===== config.mk =====
export PLATFORM = sky130hd
export DESIGN_NAME = sd_spi_master_flat
export DESIGN_NICKNAME = d
export VERILOG_FILES = /design/src/rtl/sd_spi_master_pkg.sv /design/src/rtl/sd_spi_master_if.sv /design/src/rtl/sd_spi_halfcnt.sv /design/src/rtl/sd_spi_master.sv /design/src/flat_wrapper.sv
export SDC_FILE = /design/constraint.sdc
export NUM_CORES = 1
export LEC_CHECK = 0
export BUFFER_PORTS_ARGS = -buffer_cell sky130_fd_sc_hd__buf_4
export CELL_PAD_IN_SITES_DETAIL_PLACEMENT = 1
export CELL_PAD_IN_SITES_GLOBAL_PLACEMENT = 1
export CORE_UTILIZATION = 46
export DETAILED_ROUTE_END_ITERATION = 10
export GPL_TIMING_DRIVEN = 0
export PLACE_DENSITY = 0.88
export SETUP_SLACK_MARGIN = 0.05
export SLEW_MARGIN = 20
export SYNTH_ARGS = -nofsm -noshare
export SYNTH_HDL_FRONTEND = slang
export SYNTH_SLANG_ARGS = --single-unit
export TNS_END_PERCENT = 100

===== constraint.sdc =====
create_clock -name i_fclk -period 2.97 [get_ports i_fclk]
set_clock_uncertainty 0.2 [all_clocks]
set_input_delay 0.891 -clock i_fclk [delete_from_list [all_inputs] [get_ports i_fclk]]
set_output_delay 0.891 -clock i_fclk [all_outputs]
set_load 0.05 [all_outputs]

===== src/rtl/sd_spi_master_pkg.sv =====
// Shared definitions for the SD-card SPI master: FSM state encodings and the
// default word / divider widths used by the top, its interface and the bench.
package sd_spi_master_pkg;

  localparam int SD_DATA_W = 8;   // bits per transfer word (legal 4..32)
  localparam int SD_DIV_W  = 8;   // width of the runtime half-period divider

  typedef logic [1:0] sd_state_t;

  // IDLE: sdclk=0, sddo=1; LOW: sdclk=0; HIGH: sdclk=1
  localparam sd_state_t ST_IDLE = 2'd0;
  localparam sd_state_t ST_LOW  = 2'd1;
  localparam sd_state_t ST_HIGH = 2'd2;

endpackage


===== src/rtl/sd_spi_master_if.sv =====
// Word-level handshake between the loader and the SPI master.
//   tx_data/tx_valid/tx_ready : transmit word, accepted on tx_valid & tx_ready
//   rx_data/rx_valid          : received word, rx_valid pulses for one cycle
// master modport = the loader side, slave modport = the SPI master.
interface sd_spi_master_if #(
  parameter int DATA_W = sd_spi_master_pkg::SD_DATA_W
) ();

  logic [DATA_W-1:0] tx_data;
  logic              tx_valid;
  logic              tx_ready;
  logic [DATA_W-1:0] rx_data;
  logic              rx_valid;

  modport master (output tx_data, tx_valid, input tx_ready, rx_data, rx_valid);
  modport slave  (input tx_data, tx_valid, output tx_ready, rx_data, rx_valid);

endinterface


===== src/rtl/sd_spi_halfcnt.sv =====
// Loadable DIV_W-bit down-counter with a zero flag; times one sdclk half-period.
//   i_fclk, i_rst_n : clock, async active-low reset
//   i_load, i_val   : load i_val (takes priority over counting)
//   o_zero          : counter is at zero (it holds there until reloaded)
module sd_spi_halfcnt #(
  parameter int DIV_W = 8
) (
  input  logic             i_fclk,
  input  logic             i_rst_n,
  input  logic             i_load,
  input  logic [DIV_W-1:0] i_val,
  output logic             o_zero
);

  logic [DIV_W-1:0] r_cnt;

  always_ff @(posedge i_fclk or negedge i_rst_n) begin
    if (!i_rst_n)            r_cnt <= '0;
    else if (i_load)         r_cnt <= i_val;
    else if (r_cnt != '0)    r_cnt <= r_cnt - 1'b1;
  end

  assign o_zero = (r_cnt == '0);

endmodule


===== src/rtl/sd_spi_master.sv =====
// SPI mode-0 master for the SD-card port. Shifts DATA_W-bit words MSB first,
// half-period of (i_div+1) fclk cycles latched per word, one-deep tx holding
// register so consecutive words run with no sdclk gap.
//   i_fclk, i_rst_n : clock, async active-low reset
//   i_div           : sdclk half-period - 1, sampled when a word loads
//   i_cs_en         : request card select; release waits for o_busy=0
//   bus (slave)     : tx/rx word handshake
//   o_busy          : shifter active or holding register full
//   o_sdcs_n, o_sdclk, o_sddo, i_sddi : SD-card SPI pins
module sd_spi_master
  import sd_spi_master_pkg::*;
#(
  parameter int DATA_W = SD_DATA_W,
  parameter int DIV_W  = SD_DIV_W
) (
  input  logic             i_fclk,
  input  logic             i_rst_n,
  input  logic [DIV_W-1:0] i_div,
  input  logic             i_cs_en,
  sd_spi_master_if.slave   bus,
  output logic             o_busy,
  output logic             o_sdcs_n,
  output logic             o_sdclk,
  output logic             o_sddo,
  input  logic             i_sddi
);

  localparam int BCW = $clog2(DATA_W);

  sd_state_t         r_state;
  logic              r_hold_full;
  logic [DATA_W-1:0] r_hold;
  logic [DATA_W-1:0] r_tx_sh;     // MSB is the live sddo bit; idles all-ones
  logic [DATA_W-1:0] r_rx_sh;
  logic [DATA_W-1:0] r_rx_data;
  logic              r_rx_valid;
  logic              r_sdclk;
  logic              r_sdcs_n;
  logic [DIV_W-1:0]  r_div_q;
  logic [BCW-1:0]    r_bitcnt;

  logic              w_accept;
  logic              w_zero;
  logic              w_last;
  logic              w_phase_end;
  logic              w_load_shift;
  logic              w_cnt_load;
  logic [DIV_W-1:0]  w_cnt_val;
  logic              w_busy;

  assign w_accept    = bus.tx_valid & ~r_hold_full;
  assign w_last      = (r_bitcnt == '0);
  assign w_phase_end = (r_state != ST_IDLE) & w_zero;
  // Load from IDLE, or straight out of the final HIGH phase for back-to-back.
  assign w_load_shift = r_hold_full &
                        ((r_state == ST_IDLE) | ((r_state == ST_HIGH) & w_zero & w_last));
  assign w_cnt_load  = w_phase_end | w_load_shift;
  // A fresh word takes the live divider; div_q is only valid from the next cycle.
  assign w_cnt_val   = w_load_shift ? i_div : r_div_q;
  assign w_busy      = (r_state != ST_IDLE) | r_hold_full;

  sd_spi_halfcnt #(.DIV_W(DIV_W)) u_halfcnt (
    .i_fclk  (i_fclk),
    .i_rst_n (i_rst_n),
    .i_load  (w_cnt_load),
    .i_val   (w_cnt_val),
    .o_zero  (w_zero)
  );

  always_ff @(posedge i_fclk or negedge i_rst_n) begin
    if (!i_rst_n) begin
      r_hold_full <= 1'b0;
      r_hold      <= '0;
    end else begin
      if (w_accept) r_hold <= bus.tx_data;
      r_hold_full <= w_accept | (r_hold_full & ~w_load_shift);
    end
  end

  always_ff @(posedge i_fclk or negedge i_rst_n) begin
    if (!i_rst_n) begin
      r_state    <= ST_IDLE;
      r_sdclk    <= 1'b0;
      r_tx_sh    <= '1;
      r_rx_sh    <= '0;
      r_rx_data  <= '0;
      r_rx_valid <= 1'b0;
      r_div_q    <= '0;
      r_bitcnt   <= '0;
    end else begin
      r_rx_valid <= 1'b0;
      case (r_state)
        ST_LOW: if (w_zero) begin
          // rising sdclk: sample MISO
          r_state <= ST_HIGH;
          r_sdclk <= 1'b1;
          r_rx_sh <= {r_rx_sh[DATA_W-2:0], i_sddi};
        end
        ST_HIGH: if (w_zero) begin
          // falling sdclk: advance MOSI or finish the word
          r_sdclk <= 1'b0;
          if (!w_last) begin
            r_tx_sh  <= {r_tx_sh[DATA_W-2:0], 1'b1};
            r_bitcnt <= r_bitcnt - 1'b1;
            r_state  <= ST_LOW;
          end else begin
            r_rx_data  <= r_rx_sh;
            r_rx_valid <= 1'b1;
            r_tx_sh    <= '1;
            r_state    <= ST_IDLE;
          end
        end
        default: ;
      endcase
      // overrides the IDLE return above when a word is waiting
      if (w_load_shift) begin
        r_tx_sh  <= r_hold;
        r_div_q  <= i_div;
        r_bitcnt <= BCW'(DATA_W - 1);
        r_state  <= ST_LOW;
        r_sdclk  <= 1'b0;
      end
    end
  end

  // Select asserts immediately; release is held off until the word drains.
  always_ff @(posedge i_fclk or negedge i_rst_n) begin
    if (!i_rst_n)      r_sdcs_n <= 1'b1;
    else if (i_cs_en)  r_sdcs_n <= 1'b0;
    else if (!w_busy)  r_sdcs_n <= 1'b1;
  end

  assign bus.tx_ready = ~r_hold_full;
  assign bus.rx_data  = r_rx_data;
  assign bus.rx_valid = r_rx_valid;
  assign o_busy       = w_busy;
  assign o_sdcs_n     = r_sdcs_n;
  assign o_sdclk      = r_sdclk;
  assign o_sddo       = r_tx_sh[DATA_W-1];

endmodule


===== src/flat_wrapper.sv =====
// flat-port wrapper written by rule: the top's interface ports become plain ports
module sd_spi_master_flat import sd_spi_master_pkg::*;
#(
  parameter int DATA_W = SD_DATA_W,
  parameter int DIV_W  = SD_DIV_W
)
  (i_fclk, i_rst_n, i_div, i_cs_en, o_busy, o_sdcs_n, o_sdclk, o_sddo, i_sddi, bus_tx_data, bus_tx_valid, bus_tx_ready, bus_rx_data, bus_rx_valid);
  sd_spi_master_if #(.DATA_W(DATA_W)) bus_i ();
  input  logic i_fclk;
  input  logic i_rst_n;
  input  logic [DIV_W-1:0] i_div;
  input  logic i_cs_en;
  output logic o_busy;
  output logic o_sdcs_n;
  output logic o_sdclk;
  output logic o_sddo;
  input  logic i_sddi;
  input wire logic [$bits(bus_i.tx_data)-1:0] bus_tx_data;
  input wire logic [$bits(bus_i.tx_valid)-1:0] bus_tx_valid;
  output wire logic [$bits(bus_i.tx_ready)-1:0] bus_tx_ready;
  output wire logic [$bits(bus_i.rx_data)-1:0] bus_rx_data;
  output wire logic [$bits(bus_i.rx_valid)-1:0] bus_rx_valid;
  assign bus_i.tx_data = bus_tx_data;
  assign bus_i.tx_valid = bus_tx_valid;
  assign bus_tx_ready = bus_i.tx_ready;
  assign bus_rx_data = bus_i.rx_data;
  assign bus_rx_valid = bus_i.rx_valid;
  sd_spi_master #(.DATA_W(DATA_W), .DIV_W(DIV_W)) u_core (.i_fclk(i_fclk), .i_rst_n(i_rst_n), .i_div(i_div), .i_cs_en(i_cs_en), .bus(bus_i), .o_busy(o_busy), .o_sdcs_n(o_sdcs_n), .o_sdclk(o_sdclk), .o_sddo(o_sddo), .i_sddi(i_sddi));
endmodule

# ---- Word level (Yosys, flattened, before mapping)
# Cells that the tools add are included.
dict set report totals {
  ff_bits 57
  input_bits 21
  out_inout_bits 14
  elab_cells 71
}
dict set report op_classes {
  n_addsub 2
  n_eq_ne 6
  mux 25
  n_bitwise 12
  n_reduce_logical 14
}
# cell n
set op_table {}
lappend op_table {{$mux 8} 7}
lappend op_table {{$mux 3} 4}
lappend op_table {{$mux 1} 9}
lappend op_table {{$reduce_and 3->1} 3}
lappend op_table {{$logic_not 8->1} 1}
lappend op_table {{$reduce_bool 2->1} 4}
lappend op_table {{$reduce_bool 8->1} 1}
lappend op_table {{$sub 8x1->8 const B} 1}
lappend op_table {{$and 1x1->1} 6}
lappend op_table {{$mux 2} 3}
lappend op_table {{$ne 3x1->1 const B} 2}
lappend op_table {{$ne 2x2->1 const B} 2}
lappend op_table {{$or 1x1->1} 4}
lappend op_table {{$pmux 2 s2} 1}
lappend op_table {{$reduce_and 2->1} 2}
lappend op_table {{$logic_not 3->1} 1}
lappend op_table {{$reduce_bool 3->1} 1}
lappend op_table {{$sub 3x1->3 const B} 1}
lappend op_table {{$eq 2x1->1 const B} 1}
lappend op_table {{$eq 2x2->1 const B} 1}
lappend op_table {{$logic_not 2->1} 1}
lappend op_table {{$not 1->1} 2}
lappend op_table {{$pmux 1 s2} 1}

# ---- Logic depth before layout (Yosys ltp)
# Gate-level depths: netlist (run 1).
dict set report depth {
  depth_word 8
  ltp_mapped 8
  mapped_depth_nobuf 6
}

# ---- Modules after synthesis
# Synthesis (run 1) repeated with hierarchy kept, for this count alone.
dict set report hier_totals {
  cells_unflattened 212
  area_unflattened_um2 2623.8
}
# mod n_inst cells_each area_each_um2 seq_area_each_um2
set by_module_without_submodules {}
lappend by_module_without_submodules {sd_spi_master 1 158 2147.1 1212.4}
lappend by_module_without_submodules {sd_spi_halfcnt 1 54 476.7 200.2}

# ---- Worst setup path before layout (run 1)
# OpenSTA, ideal clock, no wires.
dict set report synth_timing {
  kind {register -> output}
  from {register u_core.o_sdclk (netlist name)}
  to {output port o_busy}
  arrival_ps 1445
  required_ps 1879
  path_slack_ps 434
  path_stages_with_launch 4
  path_buffers 0
  path_cell_list {dfrtp_1 > inv_1 > ha_1 > nand2b_1}
}
# element line_no
set synth_lines {}
lappend synth_lines {{end: declaration} flat_wrapper.sv:13} ;# output logic o_busy;

==> summary.txt, run 1 <==
Outcome
  • Run status: complete, no violations

Power
  • Flop pwr share: 44.2%
  • Psw: between 1 and 1.5 mW
  • Switch share: about two fifths
  • Leak pwr: around 1.5 nW
  • Combinational share of power: 40.7%
  • Peak supply drop: 0.000560 V
  • Pint: 1.72 mW
  • Pwr/cell area: about 900 nW/um2
  • Clock share of power: between 10% and 20%

Drt
  • TritonRoute pass-1 iters: 4
  • Post-route ant nets: 0
  • Routed WL: between 6 and 7 mm
  • Routed met3 length: between 150 and 200 um
  • Met2 wire length: ~3.3 mm
  • M1 WL: 2.70 mm
  • Top Layer Used: met4
  • DR WL/cell: around 18 um
  • Via density per instance: 5.83
  • Vias: around 2000
  • Residual DRC: 0
  • Initial DRC count: around 110

Timing
  • Final hold vios: 0
  • Max-slew violations: 0
  • Fmax: ~0.37 GHz
  • RSZ-0062 raised after global routing: false
  • Fin crit share: 91.5%
  • Final setup vio count: 0
  • Tmin final: approximately 2.7 ns
  • Slew margin rel.: around 52%
  • Worst slew pin tran: between 0.7 and 0.8 ns
  • Fin worst setup slack: ~0.25 ns
  • Total Neg Setup Slack: 0 ns

Logic synthesis
  • Synth top area share: between 40% and 50%
  • Primary FF master, synth: dfrtp_1
  • Post-synth ARST share: 100%
  • Synth Register Bits: 56
  • Post-Syn Nets: about 250
  • Synth Area in Adders: under 10%
  • Top-count cell post-synth: dfrtp_1
  • Synth area leaders: dfrtp_1 43%, mux2_2 9.5%, dfstp_2 8.7%
  • Mapped cell area: 2720 um2
  • Avg Synthesized Cell Area: roughly 12 um2
  • Synth unique cells: 50
  • Mux share of post-synthesis cell area: between 10 and 15%
  • Count of yosys warnings during synthesis: 0
  • Post-Synthesis Cells: about 220
  • Sequential share of the synthesized area: a little over half
  • Largest family of logic cells by synthesized area: multiplexers
  • XOR/XNOR Fraction of Synth Area: less than 1%
  • Complex-gate fraction of the synthesized area: between 10% and 20%
  • Synth area leader: dfrtp_1
  • EDFF count, synth: 0
  • Post-synthesis simple-gate area fraction: 12.9%
  • Post-synth top cells: 47 x dfrtp_1, 23 x mux2_2, 22 x nand2_1, 11 x inv_1, 9 x dfstp_2

Die
  • Die width: 78.8 um
  • Die Span Y: about 79 um
  • # IOs: 35
  • Initial Util: 48.4%
  • # rows: 27
  • Core ar.: between 5000 and 6000 um2
  • Die area: ~6200 um2

Layout
  • Synthesis-to-finish area growth: 16.1%
  • Fill count: approximately 600
  • Ant diodes: 0
  • Final net count: 292
  • FF/Latch Area: 1410 um2
  • Share of cells above drive strength 1: 37.6%
  • Area of the multi-input gates: around 1200 um2

Critical path
  • R2r setup slk: 0.25 ns
  • Worst R2R End: u_core.r_div_q[5]
  • R2R cell count: 7
  • R2r startpoint: u_core.o_sdclk
  • Critical path class: register to register
  • CP max FO: 10
  • Worst Path Required: 2.97 ns
  • Crit end category: register
  • Critical Path Source Type: register
  • CP arrival: 2.72 ns

Run
  • Total of max-cap violations: 0

Clocking
  • CTS tree: done
  • Number of buffers created by CTS: 5
  • Clk sinks: between 50 and 60
  • Clk slew on worst S/H paths: about 0.11 ns
  • Clk_lat worst skew: about 0.31 ns
  • Maximum clock insertion buffer count: 2
  • Setup repair bufs after CTS: 0
  • Hold_buf cts: 0
  • Post-CTS sizing: 0
  • Htree depth: 2
  • CTS root buf: clkbuf_8

Place
  • RePlAce Congestion: between 0.8 and 0.9
  • Final HPWL from detailed placement: 4.36 mm
  • IO buf count: 34
  • Place WS: 0.288 ns

Global route
  • Largest net degree at the start of global routing: 57
  • Vias in the first global route: between 2000 and 2500
  • GRT Util Overall: between 20% and 30%
  • Initial antenna violation count: 0
  • GRT overflow: 0
  • First-pass GRT wire length: a little over 10 mm

Worst hold path
  • HP Class: register to register
  • Worst min-delay path endpoint: u_core.o_sdcs_n
  • Hold_sp: u_core.o_sdcs_n
  • Worst hold path depth: 2
[layout make-up]
cell class,count,share of cell area (%)
Timing Repair Buffer,34,8.10
Inverter,11,1.31
Multi-Input combinational cell,148,38.5
Sequential cell,56,44.8
Clock buffer,5,2.18
Clock inverter,3,0.715
Tap cell,72,2.86
Buffer,9,1.47
[cell families after synthesis]
logic type / count (synthesis)
mux: 32
xor+xnor: 3
simple gates: 57
fa+ha+maj: 6
flops: 56
buf+inv: 20
compound gates: 50
[sequential cells by signal, indices dropped and copies added, names as in the netlist, 3 cells and up]
signal,flops
u_core.bus.rx_data,8
u_core.r_bitcnt,3
u_core.r_div_q,8
u_core.r_hold,8
u_core.r_rx_sh,8
u_core.r_tx_sh,8
u_core.u_halfcnt.r_cnt,8
[worst max path at each step]
stage	startpoint	to	cells past startpoint
after floorplan	u_core.o_sdclk	o_busy	3
after global placement	u_core.o_sdclk	u_core.r_div_q[5]	7
after detailed placement	u_core.o_sdclk	u_core.r_div_q[5]	7
after CTS	u_core.o_sdclk	u_core.r_div_q[5]	7
after global routing	u_core.o_sdclk	u_core.r_div_q[6]	7
final	u_core.o_sdclk	u_core.r_div_q[5]	7
[stage by stage]
stage	utilization, %	hold slack (ns)	area [um2]	std cells	total power [mW]
after floorplan	-	0.239	2720	224	2.07
after global placement	54.6	0.245	3060	330	2.33
after detailed placement	54.6	0.252	3060	330	2.43
after CTS	56.2	0.266	3150	338	2.87
after global routing	56.2	0.280	3150	338	3.04
final	56.2	0.261	3150	338	2.85
[cell usage in the layout, fill, tap and decap left out, types with 4 or more instances in the layout]
cell type,instances
nand2b_1,5
inv_1,11
dfstp_2,9
dfrtp_1,47
clkbuf_1,4
clkbuf_8,5
mux2_2,23
buf_4,34
o221ai_1,7
a21oi_1,7
nand2_1,22
nor2_1,5
o211ai_1,4
mux2_4,8
ha_1,6
o21ai_0,7
buf_2,4
[per-layer routing]
metal,global-route usage (%),vias to the layer above
met5,0,-
met4,8.18,0
met3,3.22,8
met2,37.1,36
met1,26.8,1020
li1,-,906
[power by group through the flow]
| stage | clock network (mW) | logic (mW) | registers (mW) |
|---|---|---|---|
| 2_1_floorplan | 0 | 0.804 | 1.27 |
| 3_3_place_gp | 0 | 1.08 | 1.26 |
| 3_5_place_dp | 0 | 1.15 | 1.27 |
| 4_1_cts | 0.440 | 1.17 | 1.26 |
| 5_1_grt | 0.466 | 1.28 | 1.29 |
| 6_report | 0.429 | 1.16 | 1.26 |
[critical path, stage by stage (launching register included)]
cell      delay [ns]
dfrtp_1         0.42
inv_1           0.11
ha_1            0.27
and2_1          0.18
clkbuf_1        0.18
a31oi_2         0.52
buf_2           0.37
mux2_2          0.36
Power figures use the tool's default switching activity.
==> run 2: changes to the inputs <==
SETUP_SLACK_MARGIN = 0.4   (was 0.05)
==> run 2 against run 1 <==
Wire length rose by 1.5%. Cell area rose by 1.4%. Largest power group unchanged. Critical path depth down 3. Register-to-register slack better by 0.30 ns. Via count rose by 0.66%. Worst setup slack gained 0.20 ns. Final cell count is 0.59% higher. Maximum frequency grew 8.1%. Critical endpoint is now o_busy. Flip-flop and latch count unchanged. Power is 2.5% higher.
==> summary.txt, run 2 (synthesis gave the netlist of run 1 again) <==
Clocking
  • CTS root buf: clkbuf_8
  • Htree depth: 2 (unchanged)
  • Hold_buf cts: 0 (unchanged)
  • Clk_lat worst skew: 0.31 ns (about the same)
  • Maximum clock insertion buffer count: 2 (unchanged)
  • CTS tree: done
  • Number of buffers created by CTS: 5 (unchanged)
  • Clk sinks: 56 (unchanged)
  • Clk slew on worst S/H paths: 0.11 ns (about the same)

Power
  • Peak supply drop: 0.000557 V (-0.57%)
  • Combinational share of power: 41.9% (+1.2 points)
  • Leak pwr: 1.49 nW (+1.7%)
  • Flop pwr share: 43.4% (-0.8 points)
  • Pwr/cell area: 913 nW/um2 (+1.1%)
  • Switch share: 39.9% (+0.15 points)
  • Psw: 1.16 mW (+2.9%)
  • Pint: 1.75 mW (+2.2%)
  • Clock share of power: 14.7% (-0.4 points)

Critical path
  • Slowest CP cell: dfrtp_1
  • CP max FO: 4 (-6)
  • Critical Path Source Type: register
  • Crit path depth: 4 (-3)
  • R2R cell count: 6 (-1)
  • Cells along the critical path: inv_1, ha_2, nand2b_4, buf_6
  • Critical path class: register to output pin
  • Crit end category: output pin
  • Largest delay share family, worst path: flip-flops
  • Buf+Inv Stages, Crit Path: 2 (-1)
  • CP arrival: 1.42 ns (-1.30 ns)
  • Crit path largest cell delay: 0.44 ns (-0.08 ns)
  • Worst Path Required: 1.88 ns (-1.09 ns)

Timing
  • Tmin final: 2.51 ns (-0.204 ns)
  • Final hold vios: 0 (unchanged)
  • Fin worst setup slack: 0.456 ns (+0.204 ns)
  • Worst slew pin tran: 0.711 ns (-0.0159 ns)
  • Total Neg Setup Slack: 0 ns (unchanged)
  • Fin crit share: 84.6% (-6.9 points)
  • Final setup vio count: 0 (unchanged)
  • Max-slew violations: 0 (unchanged)
  • Slew margin rel.: 52.6% (+1.1 points)
  • Fmax: 0.398 GHz (+8.1%)
  • RSZ-0062 raised after global routing: false

Layout
  • Ant diodes: 0 (unchanged)
  • Synthesis-to-finish area growth: 17.7%
  • Fill count: 600 (-1.2%)
  • Share of cells above drive strength 1: 39.2% (+1.6 points)
  • Most frequent cells in the layout: 47 x dfrtp_1, 35 x buf_4, 23 x mux2_2
  • FF/Latch Area: 1410 um2 (unchanged)
  • Commonest non-fill, non-tap cell in the layout: dfrtp_1
  • Area of the multi-input gates: 1240 um2 (+2.1%)
  • Final net count: 294 (+0.68%)

Drt
  • Vias: 1983 (+0.66%)
  • Initial DRC count: 118 (+11%)
  • DR WL/cell: 18.6 um (+0.90%)
  • Via density per instance: 5.83 (about the same)
  • Residual DRC: 0 (unchanged)
  • TritonRoute pass-1 iters: 4 (unchanged)
  • Post-route ant nets: 0 (unchanged)
  • Routed WL: 6.33 mm (+1.5%)

Die
  • # rows: 27 (unchanged)
  • Die Span Y: 78.8 um (unchanged)
  • Die area: 6210 um2 (unchanged)
  • Die width: 78.8 um (unchanged)
  • # IOs: 35 (unchanged)
  • Initial Util: 48.4% (unchanged)
  • Core ar.: 5610 um2 (unchanged)

Global route
  • Initial antenna violation count: 0 (unchanged)
  • GRT overflow: 0 (unchanged)
  • Largest net degree at the start of global routing: 57 (unchanged)
  • First-pass GRT wire length: 10.3 mm (+0.74%)
  • Vias in the first global route: 2136 (+0.33%)
  • GRT Util Overall: 21.5% (+0.20 points)

Place
  • Final HPWL from detailed placement: 4.36 mm (unchanged)
  • IO buf count: 34 (unchanged)
  • Place WS: 0.288 ns (unchanged)
  • RePlAce Congestion: 0.814 (unchanged)

Worst hold path
  • Worst hold path depth: 2 (unchanged)
  • HP Class: register to register

Outcome
  • Run status: complete, no violations

Run
  • Total of max-cap violations: 0 (unchanged)
-- run 2: through the flow --
step                hold slack, ns  power [mW]  cells  util, %  area (um2)
floorplan                    0.239        2.07    224        -        2720
global placement             0.245        2.33    330     54.6        3060
detailed placement           0.252        2.43    330     54.6        3060
CTS                          0.266        2.89    338     56.6        3170
global route                 0.280        3.10    340     57.0        3200
finish                       0.261        2.92    340     57.0        3200
-- run 2: layer usage --
layer | GRT usage [%] | up-vias | part of all wire (%)
met3 | 2.99 | 9 | 2.7
met4 | 7.09 | 0 | 1.7
met1 | 27.4 | 1023 | 44
met2 | 37.7 | 42 | 52
li1 | - | 909 | -
met5 | 0 | - | 0
-- run 2: path summary, 6_finish.rpt --
| check | end | slack (ns) | start |
|---|---|---|---|
| worst max-delay path | o_busy | 0.46 | u_core.o_sdclk |
| worst max register to register | u_core.u_halfcnt.r_cnt[6] | 0.55 | u_core.u_halfcnt.r_cnt[0] |
| max in group asynchronous | u_core.u_halfcnt.r_cnt[4] | 1.68 | i_rst_n |
| worst min register to register | u_core.o_sdcs_n | 0.26 | u_core.o_sdcs_n |
| worst min-delay path | u_core.o_sdcs_n | 0.26 | u_core.o_sdcs_n |
| min in group asynchronous | u_core.r_div_q[5] | 0.43 | i_rst_n |
-- run 2: timing repair --
action                     in CTS  in global routing
setup endpoints to repair       8                 18
setup buffers                   0                  2
gates resized for setup         4                  3
-- run 2: area by class of cell --
cell class	instances	area share, %
multi-input combinational	148	38.8
clock inverter	3	0.705
buffer	9	1.49
clock buffer	5	2.15
tap	72	2.82
inverter	11	1.29
timing repair buffer	36	8.57
sequential	56	44.2
-- run 2: worst min-delay path, stage by stage, from the launching register on --
cell and delay [ns]:
dfstp_2 0.38, inv_1 0.04, a21oi_1 0.05
-- run 2: power by group through the flow --
stage / combinational [mW] / clock (mW) / sequential (mW)
after global placement: 1.08 / 0 / 1.26
after detailed placement: 1.15 / 0 / 1.27
after floorplan: 0.804 / 0 / 1.27
final: 1.22 / 0.429 / 1.27
after CTS: 1.19 / 0.440 / 1.26
after global routing: 1.33 / 0.466 / 1.30
==> run 3: changes to the inputs <==
ABC_AREA = 1   (was unset)
CORE_UTILIZATION = 43   (was 46)
clock period = 2.6 ns   (was 2.97 ns; I/O delays follow)
==> run 3 against run 2 <==
Via count is 25% higher. Synthesized cell count is 47% higher. Synthesized area is 0.14% higher. Clock power is 25% higher. Global-route usage is 6.2 points higher. Combinational power is 94% higher. Power is 50% higher. Sequential power is 15% higher. Count of clock-buffer cells in the layout is 1 higher. Critical path type unchanged. Largest cell class unchanged.
==> summary.txt, run 3 <==
Layout
  • Area of the multi-input gates: 1160 um2 (-6.8%)
  • FF/Latch Area: 1410 um2 (about the same)
  • Most frequent cells in the layout: 97 x nand2_1, 51 x buf_4, 46 x dfrtp_1
  • Share of cells above drive strength 1: 29.0% (-10 points)
  • Commonest non-fill, non-tap cell in the layout: nand2_1
  • Fin cells: 464 (+36%)
  • Final net count: 415 (+41%)
  • Ant diodes: 0 (unchanged)
  • Synthesis-to-finish area growth: 25.8%
  • Fill count: 742 (+24%)

Critical path
  • Setup crit end: o_busy
  • Worst R2R End: u_core.u_halfcnt.r_cnt[4]
  • Crit path largest cell delay: 0.43 ns (about the same)
  • CP arrival: 1.43 ns (about the same)
  • Worst Path Required: 1.62 ns (-0.26 ns)
  • R2r setup slk: 0.47 ns (-0.08 ns)
  • Worst Setup SP: u_core.o_sdclk
  • CP max FO: 2 (-2)
  • Cells along the critical path: inv_2, ha_4, inv_6, nor2_4, clkinvlp_4, buf_8
  • R2R cell count: 11 (+5)
  • Slowest CP cell: dfrtp_2
  • Crit end category: output pin
  • R2r startpoint: u_core.u_halfcnt.r_cnt[0]
  • Critical Path Source Type: register
  • Critical path class: register to output pin

Global route
  • GRT overflow: 0 (unchanged)
  • Largest net degree at the start of global routing: 57 (unchanged)
  • Vias in the first global route: 2641 (+24%)
  • Initial antenna violation count: 0 (unchanged)
  • First-pass GRT wire length: 13.3 mm (+28%)
  • GRT Util Overall: 27.7% (+6.2 points)

Clocking
  • Number of buffers created by CTS: 5 (unchanged)
  • Clk sinks: 56 (unchanged)
  • Htree depth: 2 (unchanged)
  • Clk_lat worst skew: 0.33 ns (+0.02 ns)
  • CTS root buf: clkbuf_8
  • Clk slew on worst S/H paths: 0.10 ns (about the same)
  • CTS tree: done
  • Maximum clock insertion buffer count: 2 (unchanged)

Timing
  • Max-slew violations: 0 (unchanged)
  • Total Neg Setup Slack: 0 ns (unchanged)
  • Fin crit share: 92.7%
  • Slew margin rel.: 52.8% (+0.20 points)
  • Final setup vio count: 0 (unchanged)
  • Min Hold Slack: 0.280 ns (+0.0192 ns)
  • Worst slew pin tran: 0.708 ns (-0.00300 ns)
  • Fmax: a little over 0.4 GHz
  • Tmin final: 2.41 ns
  • Fin worst setup slack: 0.190 ns (-0.266 ns)
  • Final hold vios: 0 (unchanged)
  • RSZ-0062 raised after global routing: true

Logic synthesis
  • Count of yosys warnings during synthesis: 0 (unchanged)
  • Post-synth top cells: 99 x nand2_1, 47 x dfrtp_1, 36 x inv_1, 28 x nand3_1, 26 x nor2_1
  • Mapped cell area: 2720 um2 (+0.14%)
  • EDFF count, synth: 0 (unchanged)
  • Post-Syn Nets: 356 (+42%)
  • Synth area leader: dfrtp_1
  • Synth Register Bits: 56 (unchanged)
  • Synth area leaders: dfrtp_1 43%, nand2_1 14%, dfstp_2 8.7%
  • Synth top area share: 43.3% (-0.060 points)
  • Primary FF master, synth: dfrtp_1
  • Synth unique cells: 30 (-40%)
  • Avg Synthesized Cell Area: 8.26 um2 (-32%)
  • Post-Synthesis Cells: 329 (+47%)
  • Top-count cell post-synth: nand2_1
  • Post-synth ARST share: 100% (unchanged)
  • Sequential share of the synthesized area: 52.0% (-0.072 points)

Drt
  • Met2 wire length: 4.59 mm (+40%)
  • TritonRoute pass-1 iters: 4 (unchanged)
  • Vias: 2477 (+25%)
  • Post-route ant nets: 0 (unchanged)
  • Routed WL: 8.59 mm (+36%)
  • DR WL/cell: 18.5 um (-0.45%)
  • Via density per instance: 5.34 (-8.5%)
  • Residual DRC: 0 (unchanged)
  • M1 WL: 3.44 mm (+25%)
  • Initial DRC count: 148 (+25%)
  • Top Layer Used: met4
  • Routed met3 length: 289 um (+72%)

Power
  • Switch share: 46.5% (+6.6 points)
  • Psw: 2.03 mW (+74%)
  • Pint: 2.34 mW (+33%)
  • Clock share of power: 12.3% (-2.4 points)
  • Combinational share of power: 54.3% (+12 points)
  • Flop pwr share: 33.5% (-9.9 points)
  • Peak supply drop: 0.000604 V (+8.5%)
  • Leak pwr: 1.74 nW (+17%)
  • Pwr/cell area: 1280 nW/um2 (+40%)

Place
  • Final HPWL from detailed placement: 5.03 mm (+15%)
  • Inst Count DP: 438 (+33%)
  • Place WS: 0.350 ns (+0.0625 ns)
  • RePlAce Congestion: 0.808 (-0.68%)
  • IO buf count: 34 (unchanged)

Run
  • Total of max-cap violations: 0 (unchanged)

Die
  • Core ar.: 6030 um2 (+7.5%)
  • Die width: 81.5 um (+3.4%)
  • Die Span Y: 81.5 um (+3.4%)
  • Die area: 6640 um2 (+6.9%)
  • # rows: 28 (+3.7%)
  • Initial Util: 45.1% (-3.3 points)
  • # IOs: 35 (unchanged)

Worst hold path
  • HP Class: register to register
  • Hold_sp: u_core.r_div_q[0]

Outcome
  • Run status: complete, no violations
## run 3: changes by cell type after synthesis, moves of 5 or more
cell	change
inv_1	+25
inv_2	+10
mux2_2	-21
mux2_4	-8
nand2_1	+77
nand2b_1	-5
nand3_1	+26
nor2_1	+21
o21ai_0	+15
o21ai_1	+5
o221ai_1	-7
## run 3: per-stage QoR
stage	total power [mW]	util, %	cell area [um2]
5_1_grt	4.66	56.8	3420
3_3_place_gp	3.18	51.3	3090
2_1_floorplan	2.81	-	2740
4_1_cts	4.11	55.1	3320
6_report	4.37	56.8	3420
3_5_place_dp	3.34	51.3	3090
## run 3: per-layer routing
| layer | vias to the layer above | GRT usage [%] |
|---|---|---|
| met5 | - | 0 |
| met4 | 0 | 13.2 |
| met3 | 27 | 5.22 |
| met2 | 63 | 49.9 |
| met1 | 1257 | 31.3 |
| li1 | 1130 | - |
## run 3: area by class of cell
cell class,instances,area share [%]
Sequential cell,56,41.3
Multi-Input combinational cell,217,33.8
Timing Repair Buffer,52,11.9
Inverter,49,5.71
Tap cell,75,2.74
Clock buffer,6,2.41
Buffer,7,1.65
Clock inverter,2,0.512
## run 3: kinds of logic (layout without fill, tap and decap cells)
| logic type | count (synthesis) | count (layout) | share of synthesized area [%] |
|---|---|---|---|
| and+or+nand+nor | 165 | 165 | 26.3 |
| DFF | 56 | 56 | 52.0 |
| buffers and inverters | 56 | 116 | 8.28 |
| AOI/OAI and AO/OA | 40 | 40 | 8.61 |
| adders and majority gates | 6 | 6 | 2.76 |
| xor gates and xnor gates | 4 | 4 | 1.29 |
| muxes | 2 | 2 | 0.828 |
## run 3: repair_timing
action | in CTS | in global routing
resized for setup | 11 | 14
buffers inserted | 12 | 6
pin swaps | 5 | 6
endpoints found under the setup margin | 19 | 36
hold buffers | 0 | 0
## run 3: worst min-delay path by stage
stage | cells past startpoint | to
after floorplan | 2 | u_core.r_div_q[0]
after global placement | 2 | u_core.r_div_q[6]
after detailed placement | 2 | u_core.r_div_q[0]
after CTS | 2 | u_core.r_tx_sh[4]
after global routing | 2 | u_core.r_tx_sh[4]
final | 2 | u_core.r_div_q[0]
## run 3: power by group through the flow
stage,registers (mW),logic [mW],clock network [mW]
after floorplan,1.47,1.34,0
after global placement,1.43,1.75,0
after detailed placement,1.45,1.88,0
after CTS,1.44,2.12,0.542
after global routing,1.49,2.60,0.571
final,1.46,2.37,0.536
## run 3: worst max-delay path: cells and delay by family (launching register included)
family | cells | cell delay, ns
DFF | 1 | 0.43
buffers and inverters | 4 | 0.41
adders and majority gates | 1 | 0.17
and+or+nand+nor | 1 | 0.11
